`config.mk`:
```
export PLATFORM = sky130hd
export DESIGN_NAME = traffic_phase_ctrl
export DESIGN_NICKNAME = d
export VERILOG_FILES = /design/src/rtl/traffic_phase_ctrl.sv
export SDC_FILE = /design/constraint.sdc
export NUM_CORES = 1
export LEC_CHECK = 0
export BUFFER_PORTS_ARGS = -buffer_cell sky130_fd_sc_hd__buf_4
export CORE_ASPECT_RATIO = 0.9
export CORE_UTILIZATION = 56
export DETAILED_ROUTE_END_ITERATION = 10
export PLACE_DENSITY_LB_ADDON = 0.2
export SETUP_SLACK_MARGIN = 0.05
export SLEW_MARGIN = 40
export SYNTH_ARGS = -nofsm -noshare
export SYNTH_HDL_FRONTEND = slang
export SYNTH_SLANG_ARGS = --single-unit
```
`constraint.sdc`:
```
create_clock -name clk -period 2.81 [get_ports clk]
set_input_delay 0.281 -clock clk [delete_from_list [all_inputs] [get_ports clk]]
set_output_delay 0.281 -clock clk [all_outputs]
set_load 0.005 [all_outputs]
```
`src/rtl/traffic_phase_ctrl.sv`:
```
// N-phase traffic-light controller: latches approach demand, grants green round-robin and
// sequences timed green / yellow / all-red against an external tick strobe.
module traffic_phase_ctrl #(
    parameter int unsigned N_PHASES  = 4,
    parameter int unsigned CNT_W     = 8,
    parameter int unsigned GREEN_MIN = 4,
    parameter int unsigned GREEN_MAX = 16,
    parameter int unsigned YELLOW_T  = 3,
    parameter int unsigned ALLRED_T  = 1
) (
    input  logic                        clk,
    input  logic                        reset,
    input  logic                        tick,
    input  logic [N_PHASES-1:0]         req,
    output logic [3*N_PHASES-1:0]       lamps,
    output logic [$clog2(N_PHASES)-1:0] phase,
    output logic [1:0]                  state
);

    localparam int unsigned PW = $clog2(N_PHASES);

    localparam logic [CNT_W-1:0] GreenMinM1 = CNT_W'(GREEN_MIN - 1);
    localparam logic [CNT_W-1:0] GreenMaxM1 = CNT_W'(GREEN_MAX - 1);
    localparam logic [CNT_W-1:0] YellowM1   = CNT_W'(YELLOW_T - 1);
    localparam logic [CNT_W-1:0] AllredM1   = CNT_W'(ALLRED_T - 1);

    localparam logic [3*N_PHASES-1:0] AllRed = {N_PHASES{3'b001}};

    typedef enum logic [1:0] {
        StIdle   = 2'b00,
        StGreen  = 2'b01,
        StYellow = 2'b10,
        StAllred = 2'b11
    } state_e;

    state_e                state_q;
    logic [PW-1:0]         phase_q;
    logic [PW-1:0]         last_q;
    logic [N_PHASES-1:0]   pending_q;
    logic [CNT_W-1:0]      timer_q;
    logic [3*N_PHASES-1:0] lamps_q;

    logic [N_PHASES-1:0] demand, owner_mask, grant_mask, pending_d;
    logic [PW-1:0]       grant, idx;
    logic                grant_ok, others;
    logic                go_green, go_yellow, go_allred, go_idle;
    logic [CNT_W-1:0]    timer_cap;

    // Phase 0 ends up in the MSBs because each later phase is shifted in below it.
    function automatic logic [3*N_PHASES-1:0] lamp_vec(input state_e st, input logic [PW-1:0] ph);
        logic [3*N_PHASES-1:0] lv;
        logic [2:0]            code;
        lv = '0;
        for (int i = 0; i < N_PHASES; i++) begin
            code = 3'b001;
            if (PW'(i) == ph && st == StGreen) begin
                code = 3'b100;
            end else if (PW'(i) == ph && st == StYellow) begin
                code = 3'b010;
            end
            lv = {lv[3*N_PHASES-4:0], code};
        end
        return lv;
    endfunction

    always_comb begin
        demand     = pending_q | req;
        owner_mask = N_PHASES'(1) << phase_q;
        others     = |(demand & ~owner_mask);

        // Round-robin scan starting just after the last phase served.
        grant_ok = 1'b0;
        grant    = '0;
        idx      = last_q;
        for (int k = 0; k < N_PHASES; k++) begin
            idx = (idx == PW'(N_PHASES - 1)) ? '0 : idx + 1'b1;
            if (!grant_ok && demand[idx]) begin
                grant_ok = 1'b1;
                grant    = idx;
            end
        end
        grant_mask = N_PHASES'(1) << grant;

        go_green  = 1'b0;
        go_yellow = 1'b0;
        go_allred = 1'b0;
        go_idle   = 1'b0;
        timer_cap = '0;
        unique case (state_q)
            StIdle: go_green = grant_ok;
            StGreen: begin
                timer_cap = GreenMaxM1;
                go_yellow = tick && others &&
                            ((timer_q >= GreenMinM1 && !req[phase_q]) || timer_q == GreenMaxM1);
            end
            StYellow: begin
                timer_cap = YellowM1;
                go_allred = tick && timer_q == YellowM1;
            end
            StAllred: begin
                timer_cap = AllredM1;
                if (tick && timer_q == AllredM1) begin
                    go_green = grant_ok;
                    go_idle  = !grant_ok;
                end
            end
        endcase

        pending_d = pending_q | req;
        if (state_q == StGreen) begin
            pending_d = pending_d & ~owner_mask;
        end
        if (go_green) begin
            pending_d = pending_d & ~grant_mask;
        end
    end

    always_ff @(posedge clk or negedge reset) begin
        if (!reset) begin
            state_q   <= StIdle;
            phase_q   <= '0;
            last_q    <= PW'(N_PHASES - 1);
            pending_q <= '0;
            timer_q   <= '0;
            lamps_q   <= AllRed;
        end else begin
            pending_q <= pending_d;
            if (go_green) begin
                state_q <= StGreen;
                phase_q <= grant;
                last_q  <= grant;
                timer_q <= '0;
                lamps_q <= lamp_vec(StGreen, grant);
            end else if (go_yellow) begin
                state_q <= StYellow;
                timer_q <= '0;
                lamps_q <= lamp_vec(StYellow, phase_q);
            end else if (go_allred) begin
                state_q <= StAllred;
                timer_q <= '0;
                lamps_q <= AllRed;
            end else if (go_idle) begin
                state_q <= StIdle;
                timer_q <= '0;
                lamps_q <= AllRed;
            end else if (tick && timer_q < timer_cap) begin
                timer_q <= timer_q + 1'b1;
            end
        end
    end

    assign lamps = lamps_q;
    assign phase = phase_q;
    assign state = state_q;

endmodule

```
==> flow_summary_export.csv, run 1 <==
group,metric,value,unit
status,status,"complete, no violations",
power_and_ir_drop,p_seq_frac,0.356,
finish,postLayoutCoreUtil,0.703,
critical_path,cp_slowest_stage_delay,0.57,ns
timing,max_freq,390,MHz
floorplan,fp-row-count,18,
synthesis,synth_edf_count,0,
floorplan,die_y,53.3,um
synthesis,yosysWarningCount,0,
routing,firstDrtPassIters,4,
floorplan,pin_count,23,
global_route,grt_pass1_vias,1257,
synthesis,syn_avg_cell_area,10.4,um^2
synthesis,synth_cell_types,41,
cts,post_cts_buffers,0,
power_and_ir_drop,comb_power_share,0.481,
power_and_ir_drop,total_power,2.18,mW
global_route,grt-ovfl-total,0,
power_and_ir_drop,p_sw_frac,0.407,
placement,placed_area,0.00186,mm^2
synthesis,async_reset_ff_frac,1.00,
floorplan,die_x,59.0,um
run,cap_violations,0,
routing,drc_errors,0,
floorplan,dieArea,0.00314,mm^2
timing,clock_skew,0.0128,ns
routing,drt_iter0_drc,109,
cts,cts.sinks,30,
placement,gp_routability_congestion,0.858,
critical_path,cpMaxStageDelayCell,"mux4_2",
cts,cts_buffer_depth,2,
global_route,antenna_found_initial,0,
finish,design_area,0.00195,mm^2
critical_path,worst-path-max-fanout,10,
global_route,grt_pass1_wl,6060,um
timing,fin_crit,2.57,ns
power_and_ir_drop,p_per_area,1120,mW/mm^2
synthesis,ys_dominant_reg_cell,"dfrtp_1",
cts,cts_buffers,5,
routing,vias,1371,
finish,final_common_cell,"buf_4",
routing,ant_nets,0,
routing,wl_per_cell,16.4,um
global_route,track_usage,0.270,
finish,area_growth,19.0,%
critical_path,worst-setup-path-type,"reg2reg",
synthesis,syn_nets,175,
power_and_ir_drop,p_sw,0.885,mW
finish,n_antenna_cell,0,
timing,rsz0062_at_grt,"no",
critical_path,path_cells,"mux4_2, a21o_1, a222oi_1, and2_1, nand3_1, o211a_1",
finish,fillCellCount,224,
power_and_ir_drop,vdd_ir_drop_max,0.000631,V
critical_path,worstSetupStartpointType,"register",
cts,cts_tree,"done",
cts,root_buffer,"clkbuf_4",
timing,tightest_slew,0.571,ns
timing,maxSlewHeadroom,0.619,
synthesis,syn_area,0.00164,mm^2
finish,nets,205,
synthesis,synth.ff_latch_count,30,
timing,setup_viol,0,
finish,final_cell_mix,"buf_4, dfrtp_1, nor2_1",
critical_path,cp.arrival,2.84,ns
timing,slew_violations,0,
global_route,grt_start_max_net_pins,31,
cts,path_clk_slew,0.11,ns
routing,via_per_inst,6.01,
timing,hold_slack,0.364,ns
synthesis,postSynthCellCount,157,
power_and_ir_drop,p_clk_frac,0.163,
hold_path,min_path_type,"in2reg",
cts,clk_latency,0.34,ns
finish,final_layout_size_suffix_gt1_frac,0.234,
floorplan,start_util,0.591,
synthesis,ys_seq_area_frac,0.463,
power_and_ir_drop,leakage,0.963,nW
timing,fin_tns_setup,0,ns
cts,h-tree-depth,2,
placement,hpwl,2690,um
critical_path,end_kind,"register",
placement,io_buffers,22,
routing,finalWirelength,3740,um
critical_path,worst_ep_required_time,3.09,ns
floorplan,core,0.00277,mm^2
power_and_ir_drop,p_int,1.29,mW
timing,fin_crit_sh,0.913,
timing,finalHoldViolCount,0,
## Yosys cell counts, types with 2 or more instances
cell type | number | area [um^2]
nor2_1 | 13 | 48.8
nor2b_1 | 3 | 18.8
and2_1 | 5 | 31.3
nand2_1 | 8 | 30.0
a21oi_1 | 5 | 25.0
dfrtp_1 | 24 | 601
nand2b_1 | 2 | 12.5
buf_6 | 2 | 22.5
a22o_1 | 3 | 26.3
a211oi_1 | 7 | 52.6
a221o_1 | 2 | 20.0
ha_1 | 11 | 138
dfstp_2 | 6 | 158
o21ai_0 | 5 | 25.0
inv_1 | 12 | 45.0
and3_1 | 2 | 12.5
a221oi_1 | 3 | 26.3
o22ai_1 | 2 | 12.5
buf_2 | 2 | 10.0
nand3_1 | 7 | 35.0
a21o_1 | 10 | 75.1
xnor2_1 | 3 | 26.3
and4_1 | 2 | 17.5
## power by group through the flow
| stage | Combinational [mW] | Clock [mW] | Sequential [mW] |
|---|---|---|---|
| after floorplan | 0.740 | 0 | 0.729 |
| after global placement | 0.993 | 0 | 0.767 |
| after detailed placement | 1.03 | 0 | 0.778 |
| after CTS | 1.04 | 0.355 | 0.772 |
| after global routing | 1.18 | 0.370 | 0.799 |
| final | 1.05 | 0.355 | 0.775 |
## routing by layer
layer	routed length, um	track usage	vias to the layer above
met4	57	0.119	0
li1	-	-	636
met1	1750	0.382	662
met3	297	0.100	8
met2	1640	0.364	65
met5	0	0	-
## worst paths after layout
path	depth (start not counted)	slack (ns)	end	startpoint
min in group asynchronous	2	0.39	lamps[4]	reset
min	3	0.36	pending_q[0]	req[0]
max reg2reg	6	0.24	lamps[0]	phase[1]
max in group asynchronous	2	2.10	lamps[0]	reset
min reg2reg	2	0.49	lamps[3]	lamps[3]
max	6	0.24	lamps[0]	phase[1]
## state kept, by name, summed over array words and instances, names as in the netlist
| register | cells |
|---|---|
| lamps | 12 |
| timer_q | 8 |
| pending_q | 4 |
| last_q | 2 |
| phase | 2 |
| state | 2 |
## cell families after synthesis
| logic type | synth area share |
|---|---|
| and+or+nand+nor | 0.156 |
| AOI/OAI and AO/OA | 0.213 |
| DFF | 0.463 |
| buffers and inverters | 0.0474 |
| adders and majority gates | 0.0841 |
| xor gates and xnor gates | 0.0161 |
| muxes | 0.0199 |
## critical path, delay by kind of cell, from the launching register on
kind / cells / cell delay [ns]
muxes: 1 / 0.57
DFF: 1 / 0.53
and+or+nand+nor: 2 / 0.50
AOI/OAI and AO/OA: 3 / 0.89
## repair_timing
| item | 4_1_cts | 5_1_grt |
|---|---|---|
| hold endpoints to repair | 24 | 0 |
| resized for setup | 0 | 0 |
| hold buffers | 1 | 0 |
## area by class of cell
cell class	count	area, um^2	share of cell area
multi-input combinational	111	807	0.414
clock inverter	3	45.0	0.0231
timing repair buffer	27	205	0.105
inverter	12	45.0	0.0231
tap	40	50.0	0.0257
clock buffer	5	37.5	0.0193
sequential	30	758	0.389
## stage by stage
stage               setup slack (ns)  cells
global route                  0.0525    228
global placement               0.381    219
detailed placement             0.295    219
finish                         0.245    228
CTS                            0.255    228
floorplan                      0.561    157
Note: power is estimated with default switching activity, not from simulation.
==> run 2, diff against run 1 <==
--- a/constraint.sdc
+++ b/constraint.sdc
@@ -3,2 +3,2 @@
 set_output_delay 0.281 -clock clk [all_outputs]
-set_load 0.005 [all_outputs]
+set_load 0.1 [all_outputs]
==> run 2 against run 1 <==
Effect of this change:
- hold slack worse by 0.027 ns
- design area up 1.3%
- register-to-register slack better by 0.03 ns
- flip-flop and latch count unchanged
- count of clock-buffer cells in the layout up 1
- highest routed layer unchanged
- first-iteration DRC count up 7.3%
- cell count down 0.44%
- clock skew up 0.00051 ns
- critical path depth up 2
- sequential share of layout area down 0.30 points
- core utilization up 0.90 points
==> flow_summary_export.csv, run 2 (synthesis gave the netlist of run 1 again) <==
group,metric,value,unit
finish,area_growth,20.6,%
critical_path,worst_ep_required_time,3.05,ns
routing,wl_per_cell,17.3,um
finish,n_antenna_cell,0,
critical_path,worstSetupStartpointType,"register",
cts,path_clk_slew,0.11,ns
routing,vias,1411,
timing,rsz0062_at_grt,"no",
finish,nets,204,
finish,largest_register_ffs,12,
cts,cts_buffers,5,
timing,max_freq,394,MHz
timing,clock_skew,0.0133,ns
global_route,grt_start_max_net_pins,31,
placement,io_buffers,22,
floorplan,pin_count,23,
routing,drc_errors,0,
timing,finalHoldViolCount,0,
floorplan,core,0.00277,mm^2
floorplan,start_util,0.591,
routing,drt_iter0_drc,117,
finish,final_cell_mix,"buf_4, dfrtp_1, nor2_1",
global_route,antenna_found_initial,0,
cts,h-tree-depth,2,
routing,via_per_inst,6.22,
routing,firstDrtPassIters,4,
finish,final_common_cell,"buf_4",
timing,fin_crit_sh,0.902,
global_route,grt_pass1_wl,6300,um
routing,finalWirelength,3920,um
critical_path,cp.arrival,2.77,ns
finish,layout.cells.non_filler,227,
finish,final_layout_size_suffix_gt1_frac,0.246,
placement,gp_routability_congestion,0.902,
placement,place_ws,0.341,ns
routing,ant_nets,0,
timing,slew_violations,0,
floorplan,fp-row-count,18,
critical_path,end_kind,"register",
cts,cts_tree,"done",
cts,cts_resized,0,
global_route,track_usage,0.284,
cts,root_buffer,"clkbuf_4",
timing,tightest_slew,0.571,ns
run,cap_violations,0,
status,status,"complete, no violations",
global_route,grt-ovfl-total,0,
timing,fin_crit,2.54,ns
timing,maxSlewHeadroom,0.620,
cts,clk_latency,0.34,ns
hold_path,min_path_type,"in2reg",
global_route,grt_pass1_vias,1281,
critical_path,worst-setup-path-type,"reg2reg",
floorplan,die_y,53.3,um
timing,fin_tns_setup,0,ns
timing,setup_viol,0,
timing,setup_slack,0.274,ns
cts,cts.sinks,30,
cts,cts_buffer_depth,2,
placement,placed_cells,218,
placement,hpwl,2820,um
critical_path,worst-path-max-fanout,14,
placement,placed_area,0.00185,mm^2
cts,post_cts_buffers,0,
floorplan,die_x,59.0,um
floorplan,dieArea,0.00314,mm^2
finish,design_area,0.00197,mm^2
-- run 2: per-layer routing --
layer,vias to the layer above,GRT usage,share of wire
met5,-,0,0
met4,0,0.131,0.023
met3,12,0.0782,0.075
met2,78,0.411,0.46
met1,685,0.393,0.45
li1,636,-,-
-- run 2: path summary, 6_finish.rpt --
check	startpoint	end	slack, ns	cells after the start
setup reg to reg	state[1]	lamps[6]	0.27	8
hold / removal	req[3]	pending_q[3]	0.34	3
setup / recovery	state[1]	lamps[6]	0.27	8
max in group asynchronous	reset	last_q[0]	2.08	2
hold reg to reg	lamps[3]	lamps[3]	0.49	2
min in group asynchronous	reset	timer_q[1]	0.39	2
-- run 2: worst max-delay path, stage by stage, from the launching register on --
cell and delay (ns):
dfrtp_1 0.44, inv_1 0.10, ha_1 0.30, nand2_1 0.13, a221o_1 0.29, a222oi_1 0.54
nor4b_2 0.11, buf_4 0.20, a221oi_1 0.31
-- run 2: final cells by class --
cell class	count	area [um^2]
Multi-Input combinational cell	111	807
Fill cell	212	797
Sequential cell	30	762
Timing Repair Buffer	26	198
Clock inverter	2	60.1
Clock buffer	6	51.3
Tap cell	40	50.0
Inverter	12	45.0
-- run 2: repair_timing --
action                     CTS  global route
setup endpoints to repair    0             0
hold endpoints to repair    24             0
hold buffers                 1             0
-- run 2: metrics by stage --
| step | hold WS [ns] | utilization |
|---|---|---|
| 6_report | 0.337 | 0.712 |
| 4_1_cts | 0.335 | 0.712 |
| 5_1_grt | 0.359 | 0.712 |
| 3_3_place_gp | 0.226 | 0.668 |
| 3_5_place_dp | 0.229 | 0.668 |
| 2_1_floorplan | -0.0146 | - |
Power of run 2 is not shown: default switching activity piles up to over one toggle a cycle in this logic, so the estimate is an artifact.
